===== config.mk =====
export PLATFORM = sky130hd
export DESIGN_NAME = bomb_timer
export DESIGN_NICKNAME = d
export VERILOG_FILES = /design/src/rtl/bomb_timer_pkg.sv /design/src/rtl/bin2bcd99.sv /design/src/rtl/bomb_timer.sv
export SDC_FILE = /design/constraint.sdc
export NUM_CORES = 1
export LEC_CHECK = 0
export ABC_CLOCK_PERIOD_IN_PS = 4300
export CORE_AREA = 2 2 78 80
export CTS_CLUSTER_SIZE = 30
export DETAILED_ROUTE_END_ITERATION = 8
export DIE_AREA = 0 0 80 82
export DONT_BUFFER_PORTS = 1
export HOLD_SLACK_MARGIN = 0.05
export MAX_ROUTING_LAYER = met4
export PLACE_DENSITY = 0.69
export SYNTH_ARGS = -nofsm -noshare
export SYNTH_HDL_FRONTEND = slang
export SYNTH_SLANG_ARGS = --single-unit

===== constraint.sdc =====
create_clock -name clk -period 4.3 [get_ports clk]
set_input_delay 0.645 -clock clk [delete_from_list [all_inputs] [get_ports clk]]
set_output_delay 0.645 -clock clk [all_outputs]
set_load 0.05 [all_outputs]

===== src/rtl/bomb_timer_pkg.sv =====
// Shared state encoding and time constants for the bomb_timer countdown core.
// Pure declarations: no latency and no flow control.
package bomb_timer_pkg;

    typedef enum logic [1:0] {
        IDLE     = 2'b00,
        RUN      = 2'b01,
        DEFUSED  = 2'b10,
        EXPLODED = 2'b11
    } timer_state_t;

    localparam int SEC_PER_MIN = 60;
    localparam int MAX_MIN     = 99;

endpackage


===== src/rtl/bin2bcd99.sv =====
// Combinational 0..99 binary to two-digit {tens, ones} BCD converter.
// Zero latency; no flow control. Out-of-range inputs clamp to 99.
module bin2bcd99
    import bomb_timer_pkg::*;
(
    input  logic [6:0] i_bin,
    output logic [7:0] o_bcd
);

    logic [6:0] w_val;

    assign w_val = (i_bin > 7'(MAX_MIN)) ? 7'(MAX_MIN) : i_bin;
    assign o_bcd = {4'(w_val / 7'd10), 4'(w_val % 7'd10)};

endmodule


===== src/rtl/bomb_timer.sv =====
// MM:SS defuse-game countdown; outputs registered or decoded from registers, 1-cycle input response.
// No backpressure (pulse inputs). Define PENALTY_EN to make wrong_p subtract PENALTY_SEC.
module bomb_timer
    import bomb_timer_pkg::*;
#(
    parameter int TICK_DIV    = 50_000_000,
    parameter int INIT_MIN    = 5,
    parameter int INIT_SEC    = 0,
    parameter int PENALTY_SEC = 10
) (
    input  logic       clk,
    input  logic       reset,
    input  logic       start_p,
    input  logic       defuse_p,
    input  logic       wrong_p,
    output logic [7:0] min_bcd,
    output logic [7:0] sec_bcd,
    output logic       running,
    output logic       defused,
    output logic       exploded,
    output logic       tick
);

    localparam int         PW         = $clog2(TICK_DIV);
    localparam logic [6:0] LP_MIN0    = 7'(INIT_MIN);
    localparam logic [5:0] LP_SEC0    = 6'(INIT_SEC);
    localparam logic [5:0] LP_PEN     = 6'(PENALTY_SEC);
    localparam logic [5:0] LP_BORROW  = 6'(SEC_PER_MIN - PENALTY_SEC);
    localparam logic [5:0] LP_SEC_MAX = 6'(SEC_PER_MIN - 1);

    timer_state_t  r_state, w_state_nxt;
    logic [6:0]    r_min, w_min_nxt;
    logic [5:0]    r_sec, w_sec_nxt;
    logic [PW-1:0] r_presc, w_presc_nxt;
    logic          r_tick, w_tick_nxt;
    logic          w_wrap;
    logic          w_pen;

    assign w_wrap = (r_presc == PW'(TICK_DIV - 1));

`ifdef PENALTY_EN
    assign w_pen = wrong_p;
`else
    logic w_unused_wrong;
    assign w_unused_wrong = wrong_p;
    assign w_pen          = 1'b0;
`endif

    always_ff @(posedge clk or negedge reset) begin
        if (!reset) begin
            r_state <= IDLE;
            r_min   <= LP_MIN0;
            r_sec   <= LP_SEC0;
            r_presc <= '0;
            r_tick  <= 1'b0;
        end else begin
            r_state <= w_state_nxt;
            r_min   <= w_min_nxt;
            r_sec   <= w_sec_nxt;
            r_presc <= w_presc_nxt;
            r_tick  <= w_tick_nxt;
        end
    end

    always_comb begin
        w_state_nxt = r_state;
        w_min_nxt   = r_min;
        w_sec_nxt   = r_sec;
        w_presc_nxt = r_presc;
        w_tick_nxt  = 1'b0;
        unique case (r_state)
            IDLE: begin
                if (start_p) begin
                    w_state_nxt = RUN;
                    w_presc_nxt = '0;
                end
            end
            RUN: begin
                w_presc_nxt = w_wrap ? '0 : r_presc + PW'(1);
                if (defuse_p) begin
                    w_state_nxt = DEFUSED;
                end else begin
                    // A penalty landing on a prescaler wrap replaces that second's decrement.
                    w_tick_nxt = w_wrap;
                    if (w_pen) begin
                        if (r_sec >= LP_PEN) begin
                            w_sec_nxt = r_sec - LP_PEN;
                        end else if (r_min != '0) begin
                            w_min_nxt = r_min - 7'd1;
                            w_sec_nxt = r_sec + LP_BORROW;
                        end else begin
                            w_sec_nxt = '0;
                        end
                    end else if (w_wrap) begin
                        if (r_sec != '0) begin
                            w_sec_nxt = r_sec - 6'd1;
                        end else if (r_min != '0) begin
                            w_min_nxt = r_min - 7'd1;
                            w_sec_nxt = LP_SEC_MAX;
                        end
                    end
                    if (w_min_nxt == '0 && w_sec_nxt == '0) begin
                        w_state_nxt = EXPLODED;
                    end
                end
            end
            DEFUSED, EXPLODED: begin
                if (start_p) begin
                    w_state_nxt = IDLE;
                    w_min_nxt   = LP_MIN0;
                    w_sec_nxt   = LP_SEC0;
                    w_presc_nxt = '0;
                end
            end
        endcase
    end

    bin2bcd99 u_min_bcd (
        .i_bin (r_min),
        .o_bcd (min_bcd)
    );

    bin2bcd99 u_sec_bcd (
        .i_bin ({1'b0, r_sec}),
        .o_bcd (sec_bcd)
    );

    assign running  = (r_state == RUN);
    assign defused  = (r_state == DEFUSED);
    assign exploded = (r_state == EXPLODED);
    assign tick     = r_tick;

endmodule


# ---- Yosys cells after proc, flatten, opt, wreduce, memory -nomap -nowiden
# Cells that the tools add are included.
# W data, S select, Z words.
dict set report word_totals {
  register_bits 42
  output_inout_bits 20
}
dict set report op_classes {
  n_mux 28
  reduce_logical 11
  magnitude_cmp 2
  div_mod_pow 4
  n_eq_ne 9
  n_addsub 3
}
# operator count
set op_table {}
lappend op_table {{$mux W7} 9}
lappend op_table {{$mux W26} 2}
lappend op_table {{$pmux W26 S2} 1}
lappend op_table {{$mux W6} 7}
lappend op_table {{$add A26 B1 Y26 const B} 1}
lappend op_table {{$eq A26 B26 Y1 const B} 1}
lappend op_table {{$div A7 B4 Y7 const B} 2}
lappend op_table {{$mod A7 B4 Y7 const B} 2}
lappend op_table {{$pmux W7 S2} 1}
lappend op_table {{$pmux W6 S2} 1}
lappend op_table {{$mux W2} 4}
lappend op_table {{$gt A6 B7 Y1 const B} 1}
lappend op_table {{$gt A7 B7 Y1 const B} 1}
lappend op_table {{$logic_not A7 Y1} 1}
lappend op_table {{$reduce_bool A7 Y1} 1}
lappend op_table {{$sub A7 B1 Y7 const B} 1}
lappend op_table {{$logic_not A6 Y1} 1}
lappend op_table {{$ne A2 B2 Y1 const B} 3}
lappend op_table {{$pmux W2 S3} 1}
lappend op_table {{$reduce_and A3 Y1} 2}
lappend op_table {{$reduce_bool A6 Y1} 1}
lappend op_table {{$sub A6 B1 Y6 const B} 1}
lappend op_table {{$eq A2 B2 Y1 const B} 2}
lappend op_table {{$ne A3 B2 Y1 const B} 1}
lappend op_table {{8 further kinds} 9}

# ---- Depth between registers and ports, before layout
dict set report logic_depth {
  word_depth 11
  ltp_mapped 17
  ltp_nobuf 16
}

# ---- Cells and area by module
# Synthesis repeated with hierarchy kept, for this count alone.
dict set report unflattened {
  cells_unflattened 489
  hier_area_um2 3862.5
}
# mod seq_area_each_um2 area_each_um2 cells_each n_inst
set by_module_without_submodules {}
lappend by_module_without_submodules {bomb_timer 1053.5 2563.7 300 1}
lappend by_module_without_submodules {{bin2bcd99 (u_min_bcd)} 0.0 651.9 98 1}
lappend by_module_without_submodules {{bin2bcd99 (u_sec_bcd)} 0.0 646.9 91 1}

# ---- Worst setup path after synthesis
# No wires, ideal clock.
dict set report synth_path {
  path_type {register -> output}
  start {register r_min[5]}
  end {output port min_bcd[2]}
  path_slack_ns -1.866
  required_ns 3.655
  path_stages_with_launch 16
  arrival_time_ns 5.521
  cell_sequence {dfrtp_1 -> clkbuf_1 -> clkbuf_1 -> inv_1 -> ha_1 -> or3_1 -> o211ai_1 -> ha_1 -> o21a_1 -> o32ai_1 -> o21ai_0 -> a211oi_1 -> or4_1 -> o211ai_1 -> a21o_1 -> mux2i_1}
}
dict set report synth_via {
  elab_chain_len 3
}
# item line
set synth_lines {}
lappend synth_lines {{start, declared} bomb_timer.sv:32} ;# logic [6:0] r_min, w_min_nxt;
lappend synth_lines {{start signal, assigned} bomb_timer.sv:58} ;# r_min <= w_min_nxt;
lappend synth_lines {{$gt A7 B7 Y1} bin2bcd99.sv:12} ;# assign w_val = (i_bin > 7'(MAX_MIN)) ? 7'(MAX_MIN) : i_bin;
lappend synth_lines {{$mux W7 *} bin2bcd99.sv:12}
lappend synth_lines {{$mod A7 B4 Y7 *} bin2bcd99.sv:13} ;# assign o_bcd = {4'(w_val / 7'd10), 4'(w_val % 7'd10)};
lappend synth_lines {{end, declared} bomb_timer.sv:16} ;# output logic [7:0] min_bcd,
# Every way passes the cells marked *; elsewhere a longest branch is shown, timed or not.

# ---- Final worst setup path
dict set report layout_path {
  start {register r_min[5]}
  end {output port min_bcd[3]}
}
# The elaborated chain is that of the path after synthesis.

==> run summary <==
TritonCTS built the clock tree. The run gives 0 as the count of endpoints failing setup in the final report. The floorplan step set the die width to 80 um.

The worst-case IR drop observed on VDD is 0.245 mV. Yosys mapped the design onto 60 distinct sky130hd cell types. The first routing iteration left 175 violations. For the overall global routing resource usage, the log shows 24.2%.

The number of maximum-capacitance constraint violations was 0; the global placement routability congestion was 0.876. The run gives 414 as the synthesized net count. Leading cell type in the layout, fill and taps excluded: sky130_fd_sc_hd__nand2_1.

After global routing the overflow that remains totals 0. After synthesis the cells add up to 3140 um2. The worst setup path is launched from a flip-flop.

Setup repair after global routing could not meet its margin everywhere. The total area inside the core boundary comes to 5750 um2. The start point of the critical path was r_min[5]$_DFFE_PN0P_. The number of buffers and inverters on the critical path is 5. Walking the worst path, the cells encountered are nand2_2, and2_4, ha_4, nand4b_1, o211ai_1, ha_2, buf_4, buf_4, o21ai_1, o211ai_1, a211oi_4, mux2i_4, ha_2, buf_4, buf_4, a211oi_1, a21o_1, buf_12.

The number of global-route vias before repair was 2690. The run gives 0 as the number of antenna violations at the first check in global routing. Across the whole layout, storage elements account for 1050 um2. After detailed routing, the number of remaining DRC violations is 0. The routed layout has 3010 vias.

Signed area change from the synthesized netlist to the final layout: 17.8%. The number of antenna diodes in the final layout is 0. Number of buffers on the longest clock path: 2.

On the critical path, the stage with the largest delay is an instance of sky130_fd_sc_hd__dfrtp_1. For this run, the register share of the synthesized area comes to 33.6%. The maximum clock skew at final layout was 0.00366 ns; the fraction of final layout cells with drive strength greater than 1 was 16.5%.

The die covers 6560 um2. The average wire per cell in the routed design is 15.8 um, and the count of synthesis-stage warnings from yosys is 0. In this run the worst hold path is classified as input pin to async pin. The clock tree root driver cell is sky130_fd_sc_hd__clkbuf_8. In the layout the commonest cells are sky130_fd_sc_hd__nand2_1 (56), sky130_fd_sc_hd__o21ai_0 (49), sky130_fd_sc_hd__dfrtp_1 (40), sky130_fd_sc_hd__nor2_1 (30), sky130_fd_sc_hd__nand3_1 (28). For the latest clock arrival within the worst-skew pair, the log shows 0.29 ns. Entering global routing, the biggest net connects 41 pins. The flow ran to the end, and the final reports show no timing, DRC or antenna violations. The worst setup path is of the flip-flop to primary output kind. The number of enable-type register cells in the synthesized netlist was 0.

After synthesis, the share of flip-flops with an asynchronous set or reset is 100%. The total count of max-transition violations in the final report came out at 0. Pin placement for this block handled 25 I/O pins.

The largest stage delay on the critical path came out at 0.38 ns. The tools report the post-detailed-placement cell area as 3420 um2. After layout, the minimum clock period comes to 4.25 ns.

The synthesized instance count was 400; the via count normalized by instance count was 6.11. The multi-input combinational cell area is 2080 um2. The power per cell area works out to 285 nW/um2. The most used flip-flop cell after synthesis is sky130_fd_sc_hd__dfrtp_1. The family with the most delay on the worst path is compound AO/OA/AOI/OAI gates. In this run, synthesis produced a sequential element count of 42.

The run gives 23.7% as the headroom to the max-slew limit. For this configuration, the core starts out at a cell density of 54.6%. Utilization after layout: 64.3%. The number of failing hold endpoints at the final stage is 0, and the clock edge transition at the registers on the reported setup and hold paths is 0.08 ns. Among the stages of the critical path, the cell type that occurs most often is sky130_fd_sc_hd__buf_4.

The fmax is 0.235 GHz. STA classifies the critical path endpoint as a primary output. The average instance in the mapped netlist occupies 7.84 um2.

Cell leakage power: 1.54 nW. The H-tree was split into 2 levels. The filler cells instantiated in the layout total 524. The critical-path maximum fanout was 5; the total of buffers placed on input and output ports was 0. The clock net in this run drives a total of 42 sinks. The run gives 12400 um as the global-route wire length before repair. STA puts the critical path data required time at 3.65 ns. The slack of the worst reg-to-reg path was 1.07 ns; the count of nets left with antenna violations after detail routing was 0. The floorplan die height works out to 82 um. The sum of routed wire length over all layers was 7780 um; the hold slack was 0.183 ns.

For the pin with the worst max-slew slack, the measured transition is 1.14 ns. The final design area excluding fillers is 3690 um2. The tools report the number of buffers inserted during clock tree synthesis as 5.

The net count of the finished layout is 431. Before antenna repair, the detailed router went through 4 iterations. In this run the critical register-to-register path is launched from r_presc[18]$_DFFE_PN0P_.

The critical path arrival was 3.61 ns; the final HPWL from detailed placement was 5050 um. The fraction of the cycle the final worst path needs came out at 98.9%. The floorplan has 28 rows.
[per-stage QoR]
stage / cells / setup TNS [ns] / power [mW] / setup slack, ns
floorplan: 400 / -0.126 / 0.677 / -0.0862
global placement: 470 / 0 / 0.730 / 0.189
detailed placement: 470 / 0 / 0.737 / 0.110
CTS: 483 / 0 / 1.06 / 0.00249
global route: 493 / -0.201 / 1.12 / -0.0878
finish: 493 / 0 / 1.05 / 0.0476
[power by group]
| group | internal (mW) | switching (mW) | total (mW) |
|---|---|---|---|
| sequential | 0.415 | 0.0262 | 0.441 |
| clock | 0.173 | 0.139 | 0.312 |
| combinational | 0.0658 | 0.233 | 0.299 |
[area by class of cell]
class                   instances  area share, %
clock buffers                   6           1.96
repair buffers                 31           8.10
well taps                      75           2.54
clock inverters                 2           1.02
multi-input cells             323           56.4
flip-flops and latches         42           28.5
inverters                      14           1.42
[per-layer routing]
metal  vias up  track usage [%]  wire [um]  share of wire, %
met5         -                -          0                 0
met4         0             6.44        113               1.5
met3        12             4.40        315               4.0
met2        75             39.8       3880                50
met1      1437             31.0       3470                45
li1       1486                -          -                 -
[sequential cells by signal, indices dropped and copies added (netlist names)]
name / flops
r_min: 7
r_sec: 6
r_presc: 26
tick: 1
r_state: 2
[synthesized netlist by cell type (7+ instances only)]
cell type	n	share of area, %
sky130_fd_sc_hd__a21oi_1	13	2.1
sky130_fd_sc_hd__a31oi_1	7	1.4
sky130_fd_sc_hd__clkbuf_1	14	1.7
sky130_fd_sc_hd__dfrtp_1	40	32
sky130_fd_sc_hd__ha_1	9	3.6
sky130_fd_sc_hd__inv_1	14	1.7
sky130_fd_sc_hd__mux2i_1	8	2.6
sky130_fd_sc_hd__nand2_1	57	6.8
sky130_fd_sc_hd__nand2b_1	7	1.4
sky130_fd_sc_hd__nand3_1	28	4.5
sky130_fd_sc_hd__nand4_1	7	1.4
sky130_fd_sc_hd__nor2_1	31	3.7
sky130_fd_sc_hd__nor3_1	7	1.1
sky130_fd_sc_hd__o21ai_0	53	8.5
sky130_fd_sc_hd__xnor2_1	7	2.0
[final timing paths]
check / endpoint / depth (start not counted)
setup / recovery: min_bcd[3] / 18
hold / removal: r_presc[3]$_DFFE_PN0P_ / 1
setup reg to reg: r_presc[5]$_DFFE_PN0P_ / 8
hold reg to reg: r_presc[25]$_DFFE_PN0P_ / 1
max in group asynchronous: r_sec[4]$_DFFE_PN0P_ / 1
min in group clk: r_state[0]$_DFFE_PN0P_ / 1
[worst reg2reg max path: stages (launching register included)]
cell	delay, ns
sky130_fd_sc_hd__dfrtp_1	0.44
sky130_fd_sc_hd__or4b_1	0.51
sky130_fd_sc_hd__or4_4	0.53
sky130_fd_sc_hd__nor4_4	0.46
sky130_fd_sc_hd__inv_1	0.13
sky130_fd_sc_hd__nand2_1	0.65
sky130_fd_sc_hd__nor2_1	0.11
sky130_fd_sc_hd__o21ai_0	0.17
sky130_fd_sc_hd__o21ai_0	0.10
[timing repair]
item | CTS | global route
setup buffers | 4 | 10
hold buffers | 1 | 0
pin swaps | 5 | 8
cloned | 0 | 0
gates resized for setup | 3 | 6
endpoints found under the hold margin | 40 | 0
endpoints found under the setup margin | 3 | 5
[kinds of logic (layout without fill, tap and decap cells)]
logic type,Yosys count,after routing,share of synthesized area [%]
simple gates,178,178,29.3
compound gates,116,116,22.9
flops,42,42,33.6
buf+inv,35,53,4.87
xor+xnor,10,10,2.79
fa+ha+maj,9,9,3.59
mux,9,9,2.91
other cells,1,1,0.120
(Power assumes the default switching activity.)
==> edit 1: new RTL, same flow settings <==
Register the output `min_bcd`, without a reset; this adds one clock of latency there. The other outputs are not delayed to match.
--- a/src/rtl/bomb_timer.sv
+++ b/src/rtl/bomb_timer.sv
@@ -27,6 +27,8 @@
     localparam logic [5:0] LP_PEN     = 6'(PENALTY_SEC);
     localparam logic [5:0] LP_BORROW  = 6'(SEC_PER_MIN - PENALTY_SEC);
     localparam logic [5:0] LP_SEC_MAX = 6'(SEC_PER_MIN - 1);
+
+    logic [7:0] min_bcd_d;
 
     timer_state_t  r_state, w_state_nxt;
     logic [6:0]    r_min, w_min_nxt;
@@ -117,7 +119,7 @@
 
     bin2bcd99 u_min_bcd (
         .i_bin (r_min),
-        .o_bcd (min_bcd)
+        .o_bcd (min_bcd_d)
     );
 
     bin2bcd99 u_sec_bcd (
@@ -130,5 +132,9 @@
     assign exploded = (r_state == EXPLODED);
     assign tick     = r_tick;
 
+    always_ff @(posedge clk) begin
+        min_bcd <= min_bcd_d;
+    end
+
 endmodule
 
Behaviour: same outputs for any inputs over 10 cycles, from zero or initial values and one cycle with reset low; that may be too few to reach the edited logic, so the function may still have changed.
==> edit 1 against the original RTL <==
Maximum frequency increased by 6.9%; register-to-register slack got worse by 0.73 ns; synthesized cell count increased by 13%; cell area increased by 6.7%; global-route usage increased by 3.8 points; critical endpoint is now sec_bcd[2]; sequential cell count increased by 8; highest routed layer unchanged; area after synthesis increased by 17%; worst setup slack improved by 0.28 ns; clock power increased by 14%; critical path type unchanged; routed wire length increased by 10%; total power increased by 20%.
==> edit 1: results (changes against the original RTL) <==
register-to-register setup slack=0.34 ns (-0.73 ns); initial drt markers=218 (+25%); Routability Congestion=0.901 (+2.8%); ranking of synthesized cells by area=dfrtp_1, o21ai_0, nand2_1, nand3_1, dfxtp_1; Cell variety after synth=81 (+35%); leakage=1.56 nW (+1.4%); IO Port Bufs=0 (unchanged); Async SR Flop Fraction=84.0% (-16 points); antenna violations before repair=0 (unchanged); post-DP HPWL=5.71 mm (+13%); Worst-path clk slew=0.09 ns; WL/cell=16.1 um (+2.3%); HP Class=in -> async; most common library cells after synthesis=o21ai_0, nand2_1, dfrtp_1, nor2_1, nand3_1; Worst-Margin Slew=0.935 ns (-0.206 ns); Via density=6.39 (+4.7%); reg2reg end=min_bcd[2]; first-pass GRT wire length=14.2 mm (+15%); GRT Util Overall=28.0% (+3.8 points); fill count=491 (-6.3%); clk_skew=0.00892 ns (+0.00526 ns); number of global-route vias before repair=3047 (+13%); RR Startpoint=r_min[5]; Peak VDD IR=0.539 mV (+120%); post-synthesis net count=466 (+13%); Largest regs=r_presc x26, min_bcd x8, r_min x7; latest clock arrival within the worst-skew pair=0.31 ns (+0.02 ns); sequential element share of the synthesized area=33.2% (-0.40 points); drt pass-1 iters=5 (+1); status=completed; yosys warns=0 (unchanged); Worst R2R Path Depth=20 (+12)
[edit 1: cell count changes after synthesis, sizes merged, moves of 6 or more]
cell	unedited run	this run
nor2	31	41
nand2	57	48
dfxtp	0	8
nor3	7	14
buf	7	13
nand3	28	34
[edit 1: cells by family after synthesis]
| kind of cell | after synthesis | synth area share, % |
|---|---|---|
| simple gates | 199 | 28.3 |
| fa+ha+maj | 9 | 3.08 |
| mux | 5 | 1.44 |
| xor+xnor | 12 | 2.87 |
| compound gates | 134 | 25.2 |
| buf+inv | 42 | 5.78 |
| flops | 50 | 33.2 |
| other cells | 1 | 0.103 |
[edit 1: cell type report]
class                      instances  area, sq um  share of cell area (%)
clock buffer                       7         86.3                    2.19
sequential                        50         1210                    30.8
timing repair buffer              22          190                    4.82
multi-input combinational        360         2270                    57.5
clock inverter                     1         30.0                   0.762
inverter                          16         60.1                    1.52
tap                               75         93.8                    2.38
[edit 1: where the power goes]
| group | switching [mW] | total, mW | internal [mW] |
|---|---|---|---|
| sequential | 0.0486 | 0.550 | 0.501 |
| combinational | 0.273 | 0.361 | 0.0878 |
| clock | 0.165 | 0.355 | 0.190 |
| total | 0.486 | 1.27 | 0.779 |
[edit 1: what timing repair did]
action                                  in CTS  in global routing
endpoints found under the setup margin       0                  3
hold buffers                                 1                  0
endpoints found under the hold margin       40                  0
buffers inserted                             0                  5
gates resized for setup                      0                  6
[edit 1: per-layer routing]
| layer | track usage (%) | share of wire (%) |
|---|---|---|
| met4 | 8.64 | 1.3 |
| met3 | 4.07 | 4.5 |
| met1 | 38.7 | 48 |
| met2 | 42.8 | 46 |
| met5 | - | 0 |
[edit 1: worst max path at each step]
stage                         from         end
after global placement    r_min[5]  min_bcd[2]
final                     r_sec[3]  sec_bcd[2]
after global routing      r_min[5]  min_bcd[2]
after detailed placement  r_min[5]  min_bcd[2]
after floorplan           r_sec[3]  sec_bcd[2]
after CTS                 r_min[5]  min_bcd[2]
[edit 1: per-stage QoR]
stage,std cells,hold WS [ns],cell area [sq um],setup slack (ns)
floorplan,452,0.349,3670,0.0641
global placement,517,0.350,3750,0.208
detailed placement,517,0.351,3750,0.102
CTS,526,0.157,3890,0.0614
global route,531,0.148,3940,0.0183
finish,531,0.166,3940,0.323
[edit 1: critical path, cell delays in order (launching register included)]
cell	delay, ns
dfrtp_1	0.57
nor2_1	0.25
o21ai_0	0.11
a22o_1	0.27
xnor2_1	0.22
ha_1	0.37
a21boi_0	0.23
o22ai_1	0.11
a221oi_1	0.32
a31oi_2	0.13
mux2i_2	0.28
buf_12	0.17
==> edit 2: new RTL, config.mk and constraints unchanged <==
Made on the original files. Change the parameter `TICK_DIV` from 50_000_000 to 100_000_000.
--- a/src/rtl/bomb_timer.sv
+++ b/src/rtl/bomb_timer.sv
@@ -3,7 +3,7 @@
 module bomb_timer
     import bomb_timer_pkg::*;
 #(
-    parameter int TICK_DIV    = 50_000_000,
+    parameter int TICK_DIV    = 100_000_000,
     parameter int INIT_MIN    = 5,
     parameter int INIT_SEC    = 0,
     parameter int PENALTY_SEC = 10
Formal check against the unedited RTL: no difference found for any inputs over 10 cycles, from zero or initial values and one cycle with reset low; that may be too few to reach the edited logic, so the function may still have changed.
==> edit 2 against the original RTL <==
Via count increased by 13%; area after synthesis is 9.9% higher; highest routed layer unchanged; sequential cell count is 1 higher; first-iteration DRC count grew 70%; cell area increased by 9.9%; global-route usage rose by 4.3 points; routed wire length rose by 15%; critical endpoint is now min_bcd[1]; clock skew up 0.0051 ns; worst setup slack worse by 0.26 ns; the flow now finishes with violations (setup timing).
Power is not compared: it rests on default switching activity, and its combinational part moved more than twofold at a synthesized area within 25%.
==> edit 2: results (changes against the original RTL) <==
met2 wire len=4.54 mm (+17%); Via density=6.26 (+2.5%); Finished Cell Area=4060 sq um (+9.9%); crit-path max FO=5 (unchanged); post-DP HPWL=6.00 mm (+19%); post-synthesis net count=458 (+11%); failing checks=setup timing; HP Class=in -> async; placed cell area=3800 sq um (+11%); Inst Count DP=522 (+11%); final setup vio count=3 (+3); Critical Path Max Stage Delay=0.42 ns (+0.04 ns); clk_skew=0.00876 ns (+0.00510 ns); Routability Congestion=0.878 (+0.18%); CP max stage cell=dfrtp_2; vias post-DR=3411 (+13%); met3 wire length=262 um (-17%); antenna-violating nets left=0 (unchanged); yosys warns=0 (unchanged); Worst-path clk slew=0.09 ns; ratio of cells with drive above 1 in the final layout=19.6% (+3.1 points); Top delay family on crit path=compound AO/OA/AOI/OAI gates; first-pass GRT wire length=14.5 mm (+17%); GRT Util Overall=28.5% (+4.3 points); DR top layer=met4; setup TNS=-0.579 ns (-0.579 ns); sequential element share of the synthesized area=31.3% (-2.3 points); Slew headroom=23.1% (-0.58 points); status=finished, violations left; H-tree depth=2 (unchanged); antenna violations before repair=0 (unchanged); Clock Path Buffers=2 (unchanged); Inserted Clock Buffers=5 (unchanged); nets=483 (+12%); most common library cells after synthesis=o21ai_0, nand2_1, dfrtp_1, nor2_1, a21oi_1; Final Slew Violations=0 (unchanged); WL/cell=16.4 um (+3.7%); pin count of the biggest net entering global routing=42 (+2.4%); ranking of synthesized cells by area=dfrtp_1, o21ai_0, nand2_1, nor2_1, a21oi_1; latest clock arrival within the worst-skew pair=0.30 ns; number of global-route vias before repair=3109 (+16%); Syn Area/Cell=7.76 sq um (-1.0%); worst setup margin=-0.213 ns (-0.261 ns); Async SR Flop Fraction=100% (unchanged); Largest regs=r_presc x27, r_min x7, r_sec x6; Cell variety after synth=74 (+23%); crit path DAT=3.87 ns (+0.26 ns); DRT met1 WL=3.96 mm (+14%); initial drt markers=297 (+70%); drt pass-1 iters=5 (+1); IO Port Bufs=0 (unchanged); fill count=486 (-7.3%); pre-CTS setup slack=-0.0709 ns (-0.181 ns)
## edit 2: layout make-up
cell class,instances,area share (%)
clock inverter,2,0.308
clock buffer,6,1.79
timing repair buffer,44,9.25
inverter,18,1.70
multi-input combinational,357,58.0
tap,75,2.31
sequential,43,26.6
## edit 2: final timing paths
check                           cells past startpoint  slack [ns]           to         from
min in group clk                                    1        0.42   r_state[0]     defuse_p
worst max register to register                      9        1.35   r_state[1]     r_sec[0]
worst min register to register                      1        0.49  r_presc[15]  r_presc[15]
worst min-delay path                                1        0.17   r_presc[2]        reset
worst max-delay path                               19       -0.21   min_bcd[1]     r_min[5]
max in group asynchronous                           1        3.90     r_min[5]        reset
## edit 2: metal layers
metal	GRT usage, %	vias up
met5	-	-
met4	9.15	0
met3	4.18	13
met2	48.3	63
met1	35.4	1659
li1	-	1676
## edit 2: power breakdown
group	switching [mW]	internal, mW	leakage, nW
combinational	0.397	0.204	1.10
sequential	0.0336	0.434	0.585
clock	0.149	0.114	0.0412
## edit 2: logic make-up (layout without fill, tap and decap cells)
logic type	count (synthesis)	count (layout)	share of synthesized area [%]
AOI/OAI and AO/OA	149	149	26.3
buffers and inverters	44	70	5.48
muxes	5	5	1.49
other	1	1	0.109
xor gates and xnor gates	9	9	2.29
DFF	43	43	31.3
and+or+nand+nor	184	184	29.8
adders and majority gates	9	9	3.27
## edit 2: worst register-to-register path: stages (launching register included)
cell and delay [ns]:
dfrtp_1 0.62, inv_1 0.18, ha_1 0.28, nand2b_1 0.10, nor4_1 0.53, nand2_1 0.25
nand2_1 0.15, a22oi_1 0.10, or4_1 0.53, o21ai_1 0.13
## edit 2: repair_timing
item	in CTS	in global routing
buffers inserted	11	3
resized for setup	9	6
endpoints found under the hold margin	41	0
hold buffers	1	0
endpoints found under the setup margin	3	5
pin swaps	9	1
